**src/rtl/arith_pkg.sv**
```systemverilog
// Shared arithmetic-library definitions: divider state encoding and counter sizing.
// The n_bit_mul variants can pull their helpers from here as well.
package arith_pkg;

    localparam logic [1:0] ST_IDLE = 2'd0;
    localparam logic [1:0] ST_RUN  = 2'd1;
    localparam logic [1:0] ST_DONE = 2'd2;

    typedef enum logic [1:0] {
        DIV_IDLE = ST_IDLE,
        DIV_RUN  = ST_RUN,
        DIV_DONE = ST_DONE
    } div_state_e;

    // The iteration counter must be able to hold the value depth itself.
    function automatic int cnt_width(input int depth);
        return $clog2(depth + 1);
    endfunction

endpackage

```
**src/rtl/n_bit_div_step.sv**
```systemverilog
// One restoring shift-subtract step; chaining BIT_DEPTH copies gives an unrolled divider.
module div_step #(
    parameter int BIT_DEPTH = 32
) (
    input  logic [BIT_DEPTH:0]   rem_i,
    input  logic                 bit_i,
    input  logic [BIT_DEPTH-1:0] div_i,
    output logic [BIT_DEPTH:0]   rem_o,
    output logic                 q_bit_o
);

    logic [BIT_DEPTH+1:0] shifted;

    always_comb begin
        shifted = {rem_i, bit_i};
        q_bit_o = (shifted >= {2'b00, div_i});
        // A successful subtract always leaves a value below the divisor, so BIT_DEPTH+1 bits suffice.
        rem_o   = q_bit_o ? (shifted[BIT_DEPTH:0] - {1'b0, div_i}) : shifted[BIT_DEPTH:0];
    end

endmodule

```
**src/rtl/n_bit_div.sv**
```systemverilog
// Sequential restoring divider: one quotient bit per clock, registered results with a done pulse.
// Divide by zero finishes in one cycle with q = all ones, r = a and div_by_zero set.
module n_bit_div
    import arith_pkg::*;
#(
    parameter int BIT_DEPTH = 32
) (
    input  logic                 clk,
    input  logic                 rst_n,
    input  logic                 start,
    input  logic [BIT_DEPTH-1:0] a,
    input  logic [BIT_DEPTH-1:0] b,
    output logic                 busy,
    output logic                 done,
    output logic [BIT_DEPTH-1:0] q,
    output logic [BIT_DEPTH-1:0] r,
    output logic                 div_by_zero
);

    localparam int               CNT_W    = cnt_width(BIT_DEPTH);
    localparam logic [CNT_W-1:0] CNT_LAST = CNT_W'(BIT_DEPTH - 1);

    div_state_e           state_q;
    logic [CNT_W-1:0]     cnt_q;
    logic [BIT_DEPTH-1:0] dvd_q;
    logic [BIT_DEPTH-1:0] dvs_q;
    logic [BIT_DEPTH:0]   rem_q;
    logic [BIT_DEPTH:0]   rem_d;
    logic                 qbit_d;
    logic                 busy_q;
    logic                 done_q;
    logic [BIT_DEPTH-1:0] q_q;
    logic [BIT_DEPTH-1:0] r_q;
    logic                 dbz_q;

    div_step #(
        .BIT_DEPTH(BIT_DEPTH)
    ) u_step (
        .rem_i  (rem_q),
        .bit_i  (dvd_q[BIT_DEPTH-1]),
        .div_i  (dvs_q),
        .rem_o  (rem_d),
        .q_bit_o(qbit_d)
    );

    // dvd_q shifts the dividend out at the top while quotient bits enter at the bottom.
    always_ff @(posedge clk or negedge rst_n) begin
        if (!rst_n) begin
            state_q <= DIV_IDLE;
            cnt_q   <= '0;
            dvd_q   <= '0;
            dvs_q   <= '0;
            rem_q   <= '0;
            busy_q  <= 1'b0;
            done_q  <= 1'b0;
            q_q     <= '0;
            r_q     <= '0;
            dbz_q   <= 1'b0;
        end else begin
            done_q <= 1'b0;
            unique case (state_q)
                DIV_IDLE, DIV_DONE: begin
                    if (start) begin
                        dvd_q <= a;
                        dvs_q <= b;
                        rem_q <= '0;
                        cnt_q <= '0;
                        if (b == '0) begin
                            state_q <= DIV_DONE;
                            done_q  <= 1'b1;
                            q_q     <= '1;
                            r_q     <= a;
                            dbz_q   <= 1'b1;
                        end else begin
                            state_q <= DIV_RUN;
                            busy_q  <= 1'b1;
                        end
                    end else begin
                        state_q <= DIV_IDLE;
                    end
                end
                DIV_RUN: begin
                    rem_q <= rem_d;
                    dvd_q <= {dvd_q[BIT_DEPTH-2:0], qbit_d};
                    cnt_q <= cnt_q + CNT_W'(1);
                    if (cnt_q == CNT_LAST) begin
                        state_q <= DIV_DONE;
                        busy_q  <= 1'b0;
                        done_q  <= 1'b1;
                        q_q     <= {dvd_q[BIT_DEPTH-2:0], qbit_d};
                        r_q     <= rem_d[BIT_DEPTH-1:0];
                        dbz_q   <= 1'b0;
                    end
                end
                default: begin
                    state_q <= DIV_IDLE;
                    busy_q  <= 1'b0;
                end
            endcase
        end
    end

    assign busy        = busy_q;
    assign done        = done_q;
    assign q           = q_q;
    assign r           = r_q;
    assign div_by_zero = dbz_q;

endmodule

```
**config.mk**
```make
export PLATFORM = sky130hd
export DESIGN_NAME = n_bit_div
export DESIGN_NICKNAME = d
export VERILOG_FILES = /design/src/rtl/arith_pkg.sv /design/src/rtl/n_bit_div_step.sv /design/src/rtl/n_bit_div.sv
export SDC_FILE = /design/constraint.sdc
export NUM_CORES = 1
export LEC_CHECK = 0
export CORE_ASPECT_RATIO = 2
export CORE_UTILIZATION = 31
export CTS_CLUSTER_SIZE = 12
export DETAILED_ROUTE_END_ITERATION = 12
export HOLD_SLACK_MARGIN = 0.02
export PLACE_DENSITY = 0.6
export SLEW_MARGIN = 10
export SYNTH_ARGS = -nofsm -noshare
export SYNTH_HDL_FRONTEND = slang
export SYNTH_SLANG_ARGS = --single-unit
export TNS_END_PERCENT = 50
```
**constraint.sdc**
```tcl
create_clock -name clk -period 3.1 [get_ports clk]
set_input_delay 0.62 -clock clk [delete_from_list [all_inputs] [get_ports clk]]
set_output_delay 0.62 -clock clk [all_outputs]
set_load 0.02 [all_outputs]
```
==> run summary, run 1 <==
Status -> complete, no violations
Final setup vio count -> 0
Chip Height -> 241 um
Worst IR drop on VDD -> 495 uV
All-Layer GR Usage -> 0.190
Antenna Nets Post-Route -> 0
Core area -> 28200 um2
Initial antenna violation count -> 1
Grt ovf -> 0
Post-Synth Simple-Gate Area -> 0.174
Startpoint Class -> register
Leak pwr -> 0.00505 uW
Reg2reg end -> r[6]$_DFFE_PN0P_
Filler Cells Inserted -> 2762
Starting Density -> 0.314
Slew HR -> 0.520
Die Footprint -> 29300 um2
Sequential share of the synthesized area -> 0.486
Post-Synth XOR/XNOR Area -> 0.0287
DRC -> 0
Clk root buf -> clkbuf_16
Post-DP HPWL -> 21000 um
Clock buffer count from CTS -> 17
Share of cells above drive strength 1 -> 0.135
IO Count -> 134
DRT iter0 DRCs -> 394
Async set-reset flop share out of synthesis -> 1.00
CP Capture Type -> register
TritonCTS clock tree -> built
CTS max path bufs -> 2
DR vias -> 8076
Synth Area in Compound Gates -> 0.209
Worst Path Class, Setup -> reg -> reg
Critical Path AT -> 3.36 ns
Crit path max-delay family -> compound AO/OA/AOI/OAI gates
Post-layout minimum cycle time -> 3.05 ns
Number of synthesized register bits -> 172
Pwr Density -> 1250 nW/um2
Hold_buf cts -> 0
Final wirelength -> 26900 um
Main synth FF type -> dfrtp_1
WP buf/inv -> 4
CP peak stage delay -> 0.42 ns
Final Max Tran Viols -> 0
Die width -> 122 um
Vias in the first global route -> 8188
Reg2reg setup slack -> 0.05 ns
Post-Synthesis Cells -> 1030
Distinct cell type count after synthesis -> 62
Design Power -> 15000 uW
Non-Filler Instances -> 1576
CP required -> 3.41 ns
Most frequent cells in the layout -> 179 x nand2_1, 172 x dfrtp_1, 132 x clkdlybuf4s50_1
Port Buffers -> 133
Largest net degree at the start of global routing -> 77
CTS Sinks -> 172
R2r startpoint -> dvd_q[31]$_DFFE_PN0P_
Mux contribution to synthesized area -> 0.00692
Clock Skew -> 0.0109 ns
# H-tree levels -> 4
CTS clk-pin slew, worst paths -> 0.07 ns
Average size of a mapped cell -> 8.61 um2
Post-synth EDFFs -> 0
Std-Cell Rows -> 87
Mapped Area -> 8860 um2
FMAX -> 0.328 GHz
Most common cell after layout, fill and taps aside -> nand2_1
Worst-Margin Slew -> 0.721 ns
Vias per cell -> 5.12
MaxCap Viol Count -> 0
Layout Nets -> 1308
RD Place Congestion -> 0.867
Period utilization -> 0.984
Area growth, synth to finish -> 35.0%
Ys Warns -> 0
Worst-path maximum fanout -> 16
R2R depth -> 15
Clock latency on the worst-skew pair -> 0.44 ns
Hold Vio Cnt, Final -> 0
Critical Path, Cell by Cell -> inv_2 -> ha_4 -> inv_2 -> fa_2 -> a21o_2 -> a311o_2 -> a41oi_4 -> o21ai_2 -> a21oi_2 -> o31a_4 -> buf_12 -> buf_12 -> nor2_1 -> a21oi_1 -> a21oi_1
Setup TNS -> 0 ns
CP max-delay cell -> a311o_2
Average routed wire per standard cell -> 17.1 um
DP Cell Count -> 1538
RSZ-0062 raised after global routing -> true
Synth Area in Adders -> 0.0488
Main combinational cell family by area after synthesis -> compound AO/OA/AOI/OAI gates
Detailed Routing Iterations Pass 1 -> 5
Net Count, Synth -> 1131
Worst min-delay path class -> in -> async
First-pass GRT wire length -> 42300 um
==> cells by family after synthesis <==
kind of cell               Yosys count
adders and majority gates           34
buffers and inverters              104
xor gates and xnor gates            29
muxes                                6
and+or+nand+nor                    366
DFF                                172
AOI/OAI and AO/OA                  319
==> power breakdown <==
group | total, uW | switching, uW | internal [uW]
Combinational | 8780 | 4880 | 3910
Sequential | 3940 | 692 | 3250
Clock | 2240 | 897 | 1350
Total | 15000 | 6470 | 8500
==> repair_timing <==
action                                  CTS  global route
resized for setup                        15            36
endpoints found under the setup margin   61            61
cloned                                    0             0
buffers inserted                          1             5
pin swaps                                10            13
==> sequential cells by signal, indices dropped and copies added, names as in the netlist <==
signal and cells:
done 1, dvs_q 32, div_by_zero 1, cnt_q 6
dvd_q 32, rem_q 33, q 32, r 32
busy 1, state_q 2
==> cell type report <==
class | count | area (um2) | area share
tap | 356 | 445 | 0.0372
multi-input combinational | 754 | 4360 | 0.364
antenna | 1 | 2.50 | 0.000209
sequential | 172 | 4300 | 0.360
inverter | 44 | 165 | 0.0138
timing repair buffer | 218 | 2090 | 0.174
clock buffer | 21 | 440 | 0.0368
clock inverter | 10 | 166 | 0.0139
==> worst max-delay path by stage <==
stage | start | to | depth (start not counted)
after CTS | dvd_q[31]$_DFFE_PN0P_ | r[26]$_DFFE_PN0P_ | 14
after global placement | rem_q[8]$_DFFE_PN0P_ | r[19]$_DFFE_PN0P_ | 11
final | dvd_q[31]$_DFFE_PN0P_ | r[6]$_DFFE_PN0P_ | 15
after detailed placement | rem_q[8]$_DFFE_PN0P_ | r[19]$_DFFE_PN0P_ | 11
after floorplan | dvd_q[31]$_DFFE_PN0P_ | r[11]$_DFFE_PN0P_ | 15
after global routing | dvd_q[31]$_DFFE_PN0P_ | r[9]$_DFFE_PN0P_ | 14
==> synthesized netlist by cell type (all sizes together) (3+ instances only) <==
master / instances / area, um2
nand2b: 6 / 37.5
nand3: 9 / 45.0
mux2i: 5 / 50.1
nand4: 8 / 50.1
a21o: 4 / 31.3
nor4: 13 / 87.6
a31oi: 40 / 250
ha: 33 / 413
xnor2: 16 / 140
a22oi: 3 / 22.5
o211ai: 5 / 37.5
nor2: 120 / 450
nor3: 10 / 55.1
a311oi: 3 / 26.3
a21oi: 118 / 598
inv: 44 / 165
and3: 5 / 31.3
nand2: 180 / 676
nor2b: 5 / 31.3
and2: 3 / 18.8
a211oi: 3 / 22.5
o21ai: 95 / 479
clkbuf: 42 / 158
o22ai: 21 / 131
buf: 18 / 95.1
o21a: 3 / 22.5
dfrtp: 172 / 4300
xor2: 13 / 114
a32oi: 3 / 26.3
==> worst register-to-register path, stage by stage (launching register included) <==
cell	delay [ns]
dfrtp_1	0.39
inv_2	0.08
ha_4	0.13
inv_2	0.04
fa_2	0.33
a21o_2	0.23
a311o_2	0.42
a41oi_4	0.20
o21ai_2	0.11
a21oi_2	0.19
o31a_4	0.18
buf_12	0.15
buf_12	0.16
nor2_1	0.06
a21oi_1	0.17
a21oi_1	0.09
==> per-layer routing <==
| metal | up-vias | track usage | wire, um |
|---|---|---|---|
| li1 | 3941 | - | - |
| met5 | - | 0 | 0 |
| met2 | 183 | 0.349 | 14400 |
| met4 | 0 | 0.103 | 1220 |
| met3 | 64 | 0.0300 | 832 |
| met1 | 3888 | 0.203 | 10500 |
==> metrics by stage <==
stage | area [um2] | utilization | hold WS [ns] | setup WS [ns]
finish | 12000 | 0.424 | 0.201 | 0.0491
global route | 12000 | 0.424 | 0.251 | -0.0614
CTS | 11800 | 0.418 | 0.240 | 0.0130
detailed placement | 11100 | 0.394 | 0.480 | -0.189
global placement | 11100 | 0.394 | 0.466 | -0.211
floorplan | 8860 | - | 0.324 | 0.0396
No activity file was read; power rests on OpenSTA's default activity.
==> inputs of run 2 (changes only) <==
Settings changed: SLEW_MARGIN 10 to 20.
==> results of run 2 <==
Final layout, timing and power as in run 1 (identical DEF).
==> patch 1 (config.mk and constraints of run 2) <==
Register the output `q` once more, cleared by the reset; this adds one clock of latency there. The other outputs are not delayed to match. Comments in the files are not updated.
--- a/src/rtl/n_bit_div.sv
+++ b/src/rtl/n_bit_div.sv
@@ -102,7 +102,13 @@
 
     assign busy        = busy_q;
     assign done        = done_q;
-    assign q           = q_q;
+    always_ff @(posedge clk or negedge rst_n) begin
+        if (!rst_n) begin
+            q <= '0;
+        end else begin
+            q <= q_q;
+        end
+    end
     assign r           = r_q;
     assign div_by_zero = dbz_q;
 
Function: changed (a bounded check fails within 4 cycles, from zero or initial values and one cycle with rst_n low).
==> patch 1 against run 2 <==
- die area grew 9.8%
- maximum frequency grew 3.8%
- sequential cell count grew 32
- worst hold slack lost 0.089 ns
- area after synthesis grew 9.9%
- critical path depth shrank 3
- total power shrank 2.6%
- via count shrank 2.4%
- setup slack gained 0.11 ns
- routed wire length grew 3.1%
- sequential share of layout area grew 4.6 points
- final area grew 5.1%
- critical path type unchanged
- critical endpoint is now r[25]
==> patch 1: results (changes against run 2) <==
[synthesis]
synthTopCellsByArea = dfrtp_1 (52%), nand2_1 (6.4%), o21ai_0 (5.4%)  ; was dfrtp_1 (49%), nand2_1 (7.6%), a21oi_1 (6.5%)
synth-xor-area-share = 0.0270  ; was 0.0287
netlist_top_cells_count = dfrtp_1 (204), nand2_1 (165), o21ai_0 (106), a21oi_1 (98), nor2_1 (90)  ; was nand2_1 (180), dfrtp_1 (172), nor2_1 (120), a21oi_1 (116), o21ai_0 (92)
synth_fa_ha_area_frac = 0.0444  ; was 0.0488
syn_area_per_cell_um2 = 9.43  ; was 8.61 um2

[route]
dr_total_vias = 7879  ; was 8076
met1Wirelength_mm = 10.5  ; about the same
drt_iter0_drc = 372  ; was 394
wl_met2_mm = 15.0  ; was 14.4 mm
wl_mm = 27.7  ; was 26.9 mm

[timing]
finalWorstSetupSlack_ns = 0.160  ; was 0.0491 ns
slew_headroom = 0.617  ; was 0.520

[global_route]
grt_usage = 0.177  ; was 0.190
grt_pass1_vias = 7982  ; was 8188
grt_first_pass_wirelength_mm = 44.0  ; was 42.3 mm
grt_util_met1 = 0.197  ; was 0.203
grt.met2_usage = 0.326  ; was 0.349
gr-usage-met3 = 0.0155  ; was 0.0300
grt_max_degree = 112  ; was 77

[setup_path]
r2r_cells = 12  ; was 15
ff2ff_setup_slack_ns = 0.16  ; was 0.05 ns
r2r-start = rem_q[10]  ; was dvd_q[31]
cpPeakStageDelay_ns = 0.45  ; was 0.42 ns
cpMaxStageDelayCell = dfrtp_1  ; was a311o_2
path_max_fanout = 6  ; was 16

[finish]
fin_nets = 1293  ; was 1308
nFillCells = 3016  ; was 2762

[placement]
gp_congestion = 0.862  ; was 0.867
dp.cells = 1585  ; was 1538
hpwl_mm = 21.2  ; was 21.0 mm
dpl_cell_area_um2 = 11900  ; was 11100 um2
place_ws_ns = -0.143  ; was -0.189 ns

[cts]
clk_latency_ns = 0.51  ; was 0.44 ns
cts_buffers = 21  ; was 17
htree_levels = 1  ; was 4
postCtsSetupRepairBufs = 0  ; was 1

[outcome]
outcome = completed  ; unchanged

-- patch 1: cell count changes after synthesis, moves of 14 or more --
cell,change
a21oi_1,-18
nor2_1,-30
mux2i_1,+17
o21ai_0,+14
o22ai_1,-19
dfrtp_1,+32
a21o_1,+24
nand2_1,-15
-- patch 1: area by class of cell --
cell class	instances	area share
repair buffers	196	0.153
multi-input cells	727	0.341
clock inverters	2	0.00298
clock buffers	24	0.0427
flip-flops and latches	204	0.406
well taps	418	0.0416
diodes	1	0.000199
inverters	42	0.0125
-- patch 1: logic make-up (layout without fill, tap and decap cells) --
group,after synthesis,after routing
AOI/OAI and AO/OA,322,322
xor gates and xnor gates,30,30
adders and majority gates,34,34
buffers and inverters,102,264
DFF,204,204
muxes,22,22
other,0,1
and+or+nand+nor,319,319
-- patch 1: report_power, final --
group	internal, mW	leakage (nW)	switching (mW)
Combinational	3.43	2.83	4.36
Sequential	3.77	2.26	0.724
Clock	1.30	0.277	0.998
Total	8.50	5.36	6.08
==> patch 2 (settings of run 2) <==
Made on the original files. `BIT_DEPTH` is set to 32 in 2 places; all go to 64.
--- a/src/rtl/n_bit_div_step.sv
+++ b/src/rtl/n_bit_div_step.sv
@@ -1,6 +1,6 @@
 // One restoring shift-subtract step; chaining BIT_DEPTH copies gives an unrolled divider.
 module div_step #(
-    parameter int BIT_DEPTH = 32
+    parameter int BIT_DEPTH = 64
 ) (
     input  logic [BIT_DEPTH:0]   rem_i,
     input  logic                 bit_i,
--- a/src/rtl/n_bit_div.sv
+++ b/src/rtl/n_bit_div.sv
@@ -3,7 +3,7 @@
 module n_bit_div
     import arith_pkg::*;
 #(
-    parameter int BIT_DEPTH = 32
+    parameter int BIT_DEPTH = 64
 ) (
     input  logic                 clk,
     input  logic                 rst_n,
Interface: changed (resized a, b, q and r); port bits go from 134 to 262. No check against the original RTL was run, so the function may have changed too.
==> patch 2 against run 2 <==
- the flow now finishes with violations (setup timing)
- largest cell class unchanged
- sequential cell count up 161
- highest routed layer unchanged
- setup slack worse by 0.42 ns
- first-iteration DRC count rose to 3.0 times the old value
- sequential power up 49%
- global-route usage up 6.2 points
- total power up 69%
- worst hold slack worse by 0.16 ns
- routed wire length rose to 2.7 times the old value
- final area up 130%
- via count up 130%
- area after synthesis up 100%
- critical endpoint is now r[2]
==> patch 2: results (changes against run 2) <==
[timing]
finalSetupViolations = 131  ; was 0
tightest_slew_ns = 0.908  ; was 0.721 ns
finalWorstSetupSlack_ns = -0.375  ; was 0.0491 ns
holdWs_ns = 0.0438  ; was 0.201 ns

[pwr]
p_leak_nw = 12.1  ; was 5.05 nW
peakVddDrop_v = 0.000453  ; was 0.000495 V

[setup_path]
r2r_cells = 17  ; was 15
cpPeakStageDelay_ns = 0.36  ; was 0.42 ns
crit_path_end = r[2]  ; was r[6]
path_max_fanout = 7  ; was 16

[global_route]
antenna_found_initial = 0  ; was 1
grt_usage = 0.252  ; was 0.190
grt_max_degree = 160  ; was 77

[finish]
diodes = 0  ; was 1
largest_register_ffs = 65  ; was 33
drive_above_1_share = 0.270  ; was 0.135
fin_nets = 2932  ; was 1308

[placement]
place_ws_ns = -0.696  ; was -0.189 ns
hpwl_mm = 55.2  ; was 21.0 mm
place.port_buffers = 261  ; was 133

[route]
wl_met2_mm = 37.6  ; was 14.4 mm
wl_mm = 73.8  ; was 26.9 mm
met1Wirelength_mm = 28.6  ; was 10.5 mm
drt_iter0_drc = 1176  ; was 394
dr_wl_met3_mm = 3.91  ; was 832 um

[synthesis]
netlist_top_cells_count = dfrtp_1 (333), nand2_1 (333), a21oi_1 (233), nor2_1 (232), o21ai_0 (167)  ; was nand2_1 (180), dfrtp_1 (172), nor2_1 (120), a21oi_1 (116), o21ai_0 (92)
synthCells = 2088  ; was 1030
synth_nets = 2285  ; was 1131
yosysSeqAreaShare = 0.467  ; was 0.486
yosysUniqueCellTypes = 74  ; was 62

[outcome]
outcome = complete, but fails checks  ; was completed
violations = setup timing

[cts]
htree_levels = 2  ; was 4
cts_buffers = 35  ; was 17

[patch 2: cell count changes in the layout (fill, tap and decap cells not counted), moves of 43 or more]
cell,delta
nor2_1,+79
o21ai_0,+43
a21oi_1,+76
buf_4,+336
clkdlybuf4s50_1,+128
dfrtp_1,+160
nand2_1,+148
[patch 2: power breakdown]
group | total, mW | leakage (nW) | internal [mW] | switching [mW]
combinational | 15.2 | 7.62 | 7.29 | 7.89
sequential | 5.88 | 3.93 | 5.22 | 0.664
clock | 4.17 | 0.517 | 2.31 | 1.86
[patch 2: area by class of cell]
| cell class | instances | area (um2) |
|---|---|---|
| clock inverters | 8 | 105 |
| inverters | 85 | 324 |
| multi-input cells | 1546 | 9850 |
| repair buffers | 734 | 6780 |
| flip-flops and latches | 333 | 8330 |
| fillers | 5433 | 29700 |
| well taps | 756 | 946 |
| clock buffers | 41 | 940 |
[patch 2: logic make-up (layout without fill, tap and decap cells)]
kind of cell    after synthesis  count (layout)  share of synthesized area
compound gates              674             674                      0.222
xor+xnor                     57              57                     0.0280
fa+ha+maj                    66              66                     0.0467
buf+inv                     209             868                     0.0482
flops                       333             333                      0.467
mux                          23              23                     0.0132
simple gates                726             726                      0.174
[patch 2: metal layers]
metal  vias to the layer above  global-route usage
met1                      9092               0.295
li1                       8617                   -
met2                       630               0.445
met5                         -                   0
met3                       163              0.0311
met4                         0               0.131
[patch 2: repair_timing]
item,4_1_cts,5_1_grt
gates cloned,10,0
pin swaps,50,39
resized for setup,202,129
setup endpoints to repair,131,177
buffers inserted,26,22
[patch 2: per-stage QoR]
stage               total power, mW  instance area, um2
global route                   26.5               27300
finish                         25.2               27300
floorplan                      11.6               17800
detailed placement             17.5               24300
CTS                            24.1               26700
global placement               17.4               24300
